$ cat src/rtl/decode_regfile_pipe_if.sv
// Fetch-to-decode, writeback and decode-to-execute signals for the decode stage.
// master drives instructions, writeback and out_ready; slave is the decode stage.
interface decode_regfile_pipe_if #(
   parameter int XLEN = 32
);
   logic            in_valid;
   logic            in_ready;
   logic [31:0]     inst;
   logic            flush;
   logic            wb_en;
   logic [4:0]      wb_rd;
   logic [XLEN-1:0] wb_data;
   logic            out_valid;
   logic            out_ready;
   logic [XLEN-1:0] out_rs1_data;
   logic [XLEN-1:0] out_rs2_data;
   logic [4:0]      out_rd;
   logic [XLEN-1:0] out_imm;
   logic [31:0]     out_inst;
   logic            out_illegal;

   modport master (
      output in_valid, inst, flush, wb_en, wb_rd, wb_data, out_ready,
      input  in_ready, out_valid, out_rs1_data, out_rs2_data, out_rd,
             out_imm, out_inst, out_illegal
   );

   modport slave (
      input  in_valid, inst, flush, wb_en, wb_rd, wb_data, out_ready,
      output in_ready, out_valid, out_rs1_data, out_rs2_data, out_rd,
             out_imm, out_inst, out_illegal
   );
endinterface

$ cat src/rtl/decode_regfile_pipe.sv
// Decode stage: register file with writeback bypass, immediate generator and
// pending-write scoreboard, behind a single valid/ready output register.
module decode_regfile_pipe #(
   parameter int              XLEN    = 32,
   parameter int              NREGS   = 32,
   parameter logic [XLEN-1:0] SP_INIT = 'h10000
) (
   input  logic                 clk,
   input  logic                 rst,
   decode_regfile_pipe_if.slave bus
);
   localparam int         AW      = $clog2(NREGS);
   localparam logic [5:0] NREGS_L = 6'(NREGS);

   function automatic logic legal(input logic [4:0] idx);
      return {1'b0, idx} < NREGS_L;
   endfunction

   function automatic logic signed [XLEN-1:0] imm_gen(input logic [31:0] w);
      logic signed [31:0] v;
      casez (w[6:0])
         7'b00?0011, 7'b1100111: v = {{20{w[31]}}, w[31:20]};
         7'b0100011:             v = {{20{w[31]}}, w[31:25], w[11:7]};
         7'b1100011:             v = {{19{w[31]}}, w[31], w[7], w[30:25], w[11:8], 1'b0};
         7'b0?10111:             v = {w[31:12], 12'b0};
         7'b1101111:             v = {{11{w[31]}}, w[31], w[19:12], w[20], w[30:21], 1'b0};
         default:                v = '0;
      endcase
      return XLEN'(v);
   endfunction

   logic [XLEN-1:0]        regs [NREGS];
   logic [NREGS-1:0]       pending, pend_nxt;
   logic [6:0]             opcode;
   logic [4:0]             rs1, rs2, rd;
   logic                   rs1_used, rs2_used, writes_rd;
   logic                   pend_rs1, pend_rs2, pend_rd;
   logic                   hazard, illegal, in_ready, fire;
   logic [XLEN-1:0]        rs1_data, rs2_data;

   logic                   vld_p1;
   logic [XLEN-1:0]        rs1_data_p1, rs2_data_p1;
   logic signed [XLEN-1:0] imm_p1;
   logic [4:0]             rd_p1;
   logic [31:0]            inst_p1;
   logic                   illegal_p1;

   assign opcode    = bus.inst[6:0];
   assign rs1       = bus.inst[19:15];
   assign rs2       = bus.inst[24:20];
   assign rd        = bus.inst[11:7];
   assign rs1_used  = !(opcode inside {7'b0110111, 7'b0010111, 7'b1101111});
   assign rs2_used  = opcode inside {7'b0110011, 7'b0100011, 7'b1100011};
   assign writes_rd = !(opcode inside {7'b0100011, 7'b1100011});

   // Decode stage p0: operand read with bypass, hazard and illegal-index detection
   always_comb begin
      rs1_data = '0;
      rs2_data = '0;
      if (legal(rs1) && rs1 != 5'd0)
         rs1_data = (bus.wb_en && bus.wb_rd == rs1) ? bus.wb_data : regs[rs1[AW-1:0]];
      if (legal(rs2) && rs2 != 5'd0)
         rs2_data = (bus.wb_en && bus.wb_rd == rs2) ? bus.wb_data : regs[rs2[AW-1:0]];
   end

   always_comb begin
      pend_rs1 = legal(rs1) && pending[rs1[AW-1:0]] && !(bus.wb_en && bus.wb_rd == rs1);
      pend_rs2 = legal(rs2) && pending[rs2[AW-1:0]] && !(bus.wb_en && bus.wb_rd == rs2);
      pend_rd  = legal(rd)  && pending[rd[AW-1:0]]  && !(bus.wb_en && bus.wb_rd == rd);
      hazard   = (rs1_used && pend_rs1) || (rs2_used && pend_rs2)
              || (writes_rd && rd != 5'd0 && pend_rd);
      illegal  = (rs1_used && !legal(rs1)) || (rs2_used && !legal(rs2))
              || (writes_rd && !legal(rd));
   end

   assign in_ready = (!vld_p1 || bus.out_ready) && !hazard && !bus.flush;
   assign fire     = bus.in_valid && in_ready;

   // Set after clears so a writer issuing in the same cycle keeps its mark
   always_comb begin
      pend_nxt = pending;
      if (bus.wb_en && legal(bus.wb_rd))
         pend_nxt[bus.wb_rd[AW-1:0]] = 1'b0;
      if (bus.flush && vld_p1 && legal(rd_p1))
         pend_nxt[rd_p1[AW-1:0]] = 1'b0;
      if (fire && writes_rd && rd != 5'd0 && legal(rd))
         pend_nxt[rd[AW-1:0]] = 1'b1;
   end

   always_ff @(posedge clk or posedge rst) begin
      if (rst) pending <= '0;
      else     pending <= pend_nxt;
   end

   always_ff @(posedge clk or posedge rst) begin
      if (rst) begin
         for (int i = 0; i < NREGS; i++)
            regs[i] <= (i == 2) ? SP_INIT : '0;
      end else if (bus.wb_en && bus.wb_rd != 5'd0 && legal(bus.wb_rd)) begin
         regs[bus.wb_rd[AW-1:0]] <= bus.wb_data;
      end
   end

   // Output register p1: loads on fire, holds while execute stalls
   always_ff @(posedge clk or posedge rst) begin
      if (rst) begin
         vld_p1      <= 1'b0;
         rs1_data_p1 <= '0;
         rs2_data_p1 <= '0;
         imm_p1      <= '0;
         rd_p1       <= '0;
         inst_p1     <= '0;
         illegal_p1  <= 1'b0;
      end else if (fire) begin
         vld_p1      <= 1'b1;
         rs1_data_p1 <= rs1_data;
         rs2_data_p1 <= rs2_data;
         imm_p1      <= imm_gen(bus.inst);
         rd_p1       <= rd;
         inst_p1     <= bus.inst;
         illegal_p1  <= illegal;
      end else if (bus.flush || bus.out_ready) begin
         vld_p1      <= 1'b0;
      end
   end

   assign bus.in_ready     = in_ready;
   assign bus.out_valid    = vld_p1;
   assign bus.out_rs1_data = rs1_data_p1;
   assign bus.out_rs2_data = rs2_data_p1;
   assign bus.out_imm      = imm_p1;
   assign bus.out_rd       = rd_p1;
   assign bus.out_inst     = inst_p1;
   assign bus.out_illegal  = illegal_p1;
endmodule

$ cat src/flat_wrapper.sv
// flat-port wrapper written by rule: the top's interface ports become plain ports
module decode_regfile_pipe_flat 
#(
   parameter int              XLEN    = 32,
   parameter int              NREGS   = 32,
   parameter logic [XLEN-1:0] SP_INIT = 'h10000
)
  (clk, rst, bus_in_valid, bus_inst, bus_flush, bus_wb_en, bus_wb_rd, bus_wb_data, bus_out_ready, bus_in_ready, bus_out_valid, bus_out_rs1_data, bus_out_rs2_data, bus_out_rd, bus_out_imm, bus_out_inst, bus_out_illegal);
  decode_regfile_pipe_if #(.XLEN(XLEN)) bus_i ();
  input  logic clk;
  input  logic rst;
  input wire logic [$bits(bus_i.in_valid)-1:0] bus_in_valid;
  input wire logic [$bits(bus_i.inst)-1:0] bus_inst;
  input wire logic [$bits(bus_i.flush)-1:0] bus_flush;
  input wire logic [$bits(bus_i.wb_en)-1:0] bus_wb_en;
  input wire logic [$bits(bus_i.wb_rd)-1:0] bus_wb_rd;
  input wire logic [$bits(bus_i.wb_data)-1:0] bus_wb_data;
  input wire logic [$bits(bus_i.out_ready)-1:0] bus_out_ready;
  output wire logic [$bits(bus_i.in_ready)-1:0] bus_in_ready;
  output wire logic [$bits(bus_i.out_valid)-1:0] bus_out_valid;
  output wire logic [$bits(bus_i.out_rs1_data)-1:0] bus_out_rs1_data;
  output wire logic [$bits(bus_i.out_rs2_data)-1:0] bus_out_rs2_data;
  output wire logic [$bits(bus_i.out_rd)-1:0] bus_out_rd;
  output wire logic [$bits(bus_i.out_imm)-1:0] bus_out_imm;
  output wire logic [$bits(bus_i.out_inst)-1:0] bus_out_inst;
  output wire logic [$bits(bus_i.out_illegal)-1:0] bus_out_illegal;
  assign bus_i.in_valid = bus_in_valid;
  assign bus_i.inst = bus_inst;
  assign bus_i.flush = bus_flush;
  assign bus_i.wb_en = bus_wb_en;
  assign bus_i.wb_rd = bus_wb_rd;
  assign bus_i.wb_data = bus_wb_data;
  assign bus_i.out_ready = bus_out_ready;
  assign bus_in_ready = bus_i.in_ready;
  assign bus_out_valid = bus_i.out_valid;
  assign bus_out_rs1_data = bus_i.out_rs1_data;
  assign bus_out_rs2_data = bus_i.out_rs2_data;
  assign bus_out_rd = bus_i.out_rd;
  assign bus_out_imm = bus_i.out_imm;
  assign bus_out_inst = bus_i.out_inst;
  assign bus_out_illegal = bus_i.out_illegal;
  decode_regfile_pipe #(.XLEN(XLEN), .NREGS(NREGS), .SP_INIT(SP_INIT)) u_core (.clk(clk), .rst(rst), .bus(bus_i));
endmodule
$ cat config.mk
export PLATFORM = sky130hd
export DESIGN_NAME = decode_regfile_pipe_flat
export DESIGN_NICKNAME = d
export VERILOG_FILES = /design/src/rtl/decode_regfile_pipe_if.sv /design/src/rtl/decode_regfile_pipe.sv /design/src/flat_wrapper.sv
export SDC_FILE = /design/constraint.sdc
export NUM_CORES = 2
export LEC_CHECK = 0
export CAP_MARGIN = 20
export CORE_MARGIN = 8
export CORE_UTILIZATION = 56
export DETAILED_ROUTE_END_ITERATION = 6
export PLACE_DENSITY = 0.83
export SLEW_MARGIN = 30
export SYNTH_ARGS = -nofsm -noshare
export SYNTH_HDL_FRONTEND = slang
export SYNTH_SLANG_ARGS = --single-unit
export TNS_END_PERCENT = 30
$ cat constraint.sdc
create_clock -name clk -period 34 [get_ports clk]
set_input_delay 3.4 -clock clk [delete_from_list [all_inputs] [get_ports clk]]
set_output_delay 3.4 -clock clk [all_outputs]
set_load 0.01 [all_outputs]
==> reports/summary.txt <==
Run status -> completed
Worst Setup Path Type -> primary input to output port
Share of synthesized area occupied by flip-flops and latches -> 46.81%
Final worst clock skew -> 0.02554 ns
Count of distinct cell types in the synthesized netlist -> 64
Post-CTS setup-driven buffer insertion count -> 0
Final setup vio count -> 0
Avg Inst Size Synth -> 14.62 um^2
Routability-driven placement congestion ratio -> 0.9473
Routed WL per cell -> 32.81 um
Post-synthesis cell type with the largest combined area -> dfrtp_1
Data arrival at the endpoint of the critical path -> 6.79 ns
Fraction of post-synthesis cell area in the top cell type by area -> 46.77%
Height of the die -> 352.3 um
Horizontal die dimension -> 352.3 um
Share of final-layout standard cells stronger than drive strength 1 -> 46.50%
Fin crit period -> 10.19 ns
Setup slack after placement -> 23.84 ns
Maximum clock frequency -> 98.14 MHz
Sum of routed wire length over all layers -> 193.9 mm
Initial DRT Pass Iterations -> 6
Starting density of the core -> 56.39%
CTS tree -> done
Setup total negative slack -> 0 ns
Final HPWL DP -> 111.8 mm
Vias in the first global route -> 43220
Full die area -> 0.1241 mm^2
Beginning of the worst hold path -> u_core.regs[999]$_DFFE_PP0P_
Tightest slew margin relative to the limit -> 32.55%
Final Hold Slack -> 0.3993 ns
Cell chosen for the clock root -> clkbuf_16
CTS clk-pin slew, worst paths -> 0.06 ns
Hold/Removal Path Class -> flip-flop to flip-flop
DRT antenna net count -> 0
Total count of max-transition violations in the final report -> 0
Quantity of I/O buffers inserted on ports -> 209
Fraction of registers with async set/reset -> 100.0%
Destination of the worst register-to-register timing path -> u_core.bus.out_rs2_data[31]$_DFFE_PP0P_
Post-synth EDFFs -> 0
Quantity of hold-fixing buffers added after cts -> 0
Buffer depth of the longest clock path -> 3
Max rail drop VDD -> 0.04195 mV
Power density normalized to cell area -> 60.05 mW/mm^2
Pin count of the biggest net entering global routing -> 175
Inserted Clock Buffers -> 119
Yosys synthesis warning count -> 0
PostCTS Resize Cnt -> 0
Slew at the pin closest to its max-slew limit -> 1.012 ns
Hold violation total from the final report -> 0
Skew-Pair Late Insertion Delay -> 0.74 ns
Average via count per standard cell -> 7.142
Number of cells on the worst hold path -> 0
WHS Endpoint -> u_core.regs[999]$_DFFE_PP0P_
Leakage -> 30.05 nW
Endpoint kind of the worst setup timing path -> output port
# H-tree levels -> 3
Core area -> 0.1123 mm^2
Worst setup SP type -> primary input
Reg2reg setup slack -> 30.36 ns
Net Count, Synth -> 4408
Total number of nets in the final design -> 4380
Area growth from synthesis to layout -> 11.17%
Final critical-path setup slack -> 23.81 ns
Number of top-level pins -> 211
Dominant cells by area after synthesis -> dfrtp_1, mux2_2, mux4_2
Number of vias after detailed routing -> 42220
Number of synthesized register bits -> 1185
Number of DRC markers in iteration 0 -> 5669
Critical R2R Launch -> u_core.pending[30]$_DFF_PP0_
CTS sink count -> 1185
Max Cap Violations -> 0
Global-route congestion overflow total -> 0
Required @ worst endpoint -> 30.60 ns
Library cell with the highest instance count after synthesis -> dfrtp_1
Global-route wire length before repair -> 289.9 mm
Mapped cell area -> 0.06335 mm^2
Placement row count -> 123
Number of antenna violations at the first check in global routing -> 11
Flip-flop cell with the highest count after synthesis -> dfrtp_1
FF-to-FF path depth -> 7
Period utilization -> 29.97%
Remaining DRCs -> 0
Gate Count Post-Synth -> 4333
Setup repair after global routing missed its margin -> false
Overall fraction of global-route tracks in use -> 30.61%
Top cells by count, synth -> dfrtp_1, mux2_2, mux4_2
Maximum fanout count along the critical path -> 19
==> worst max path at each step <==
stage / startpoint / to
final: bus_inst[18] / bus_in_ready
after global routing: bus_inst[18] / bus_in_ready
after CTS: bus_inst[8] / bus_in_ready
after detailed placement: bus_inst[8] / bus_in_ready
after global placement: bus_inst[19] / bus_in_ready
after floorplan: rst / u_core.bus.out_imm[0]$_DFFE_PP0P_
==> final cells by class <==
type                            count  area, um^2
Inverter                           48       186.4
Clock buffer                      174        3466
Fill cell                        7859       41920
Sequential cell                  1185       29650
Tap cell                         1500        1877
Multi-Input combinational cell   2618       31550
Timing Repair Buffer              333        3129
Clock inverter                     44       544.3
Antenna cell                        9       22.52
==> power by group <==
part	total (W)	switching (W)	leakage (nW)	internal, W
sequential	0.00191	0.000218	15.2	0.00169
combinational	0.000961	0.000383	12.9	0.000579
clock	0.00136	0.000579	1.98	0.000781
total	0.00423	0.00118	30.0	0.00305
==> metal layers <==
layer	global-route usage (%)	part of all wire (%)
met3	8.540	12
met2	45.77	45
met4	16.02	6.0
met5	0	0.020
met1	40.99	37
==> flip-flops by register name, indices dropped and copies added, names as in the netlist <==
register,cells
u_core.bus.out_imm,32
u_core.bus.out_valid,1
u_core.bus.out_rs2_data,32
u_core.regs,1024
u_core.bus.out_rs1_data,32
u_core.bus.out_inst,32
u_core.pending,32
==> cells by family after synthesis <==
logic type             Yosys count  share of synthesized area (%)
AO/OA/AOI/OAI                  383                          4.317
other                            1                       0.005919
flip-flops                    1185                          46.81
XOR/XNOR                        15                         0.2074
AND/OR/NAND/NOR                369                          2.941
multiplexers                  1850                          41.99
buffers and inverters          530                          3.729
==> critical path, stage by stage <==
cell and delay [ns]:
clkdlybuf4s50_1 0.46, buf_4 0.40, clkinv_1 0.56, buf_4 0.44, nand2_1 0.12, o2bb2ai_1 0.06, or4_1 0.61, nand2_1 0.14
nor4bb_1 0.07, clkdlybuf4s50_1 0.49
==> per-stage QoR <==
stage / total power [W] / std cells / instance area (um^2) / util, %
floorplan: 0.002547 / 4333 / 63360 / -
finish: 0.004229 / 5911 / 70430 / 62.69
global route: 0.004381 / 5905 / 70420 / 62.68
global placement: 0.002822 / 5680 / 66310 / 59.02
detailed placement: 0.002868 / 5680 / 66310 / 59.03
CTS: 0.004222 / 5898 / 70320 / 62.59
==> layout by cell type (no fill, tap or decap), drive strengths merged, types with 23 or more instances in the layout <==
cell,n
a31oi,33
mux2,1134
a21oi,67
mux4,515
dfrtp,1184
a211oi,31
nand2,108
nor2b,44
o211ai,23
nand3,49
nor2,65
clkdlybuf4s50,189
buf,144
clkbuf,174
inv,51
a2111oi,31
o221ai,44
clkinv,27
mux2i,201
o21ai,40
o22ai,24
Power figures use the tool's default switching activity.
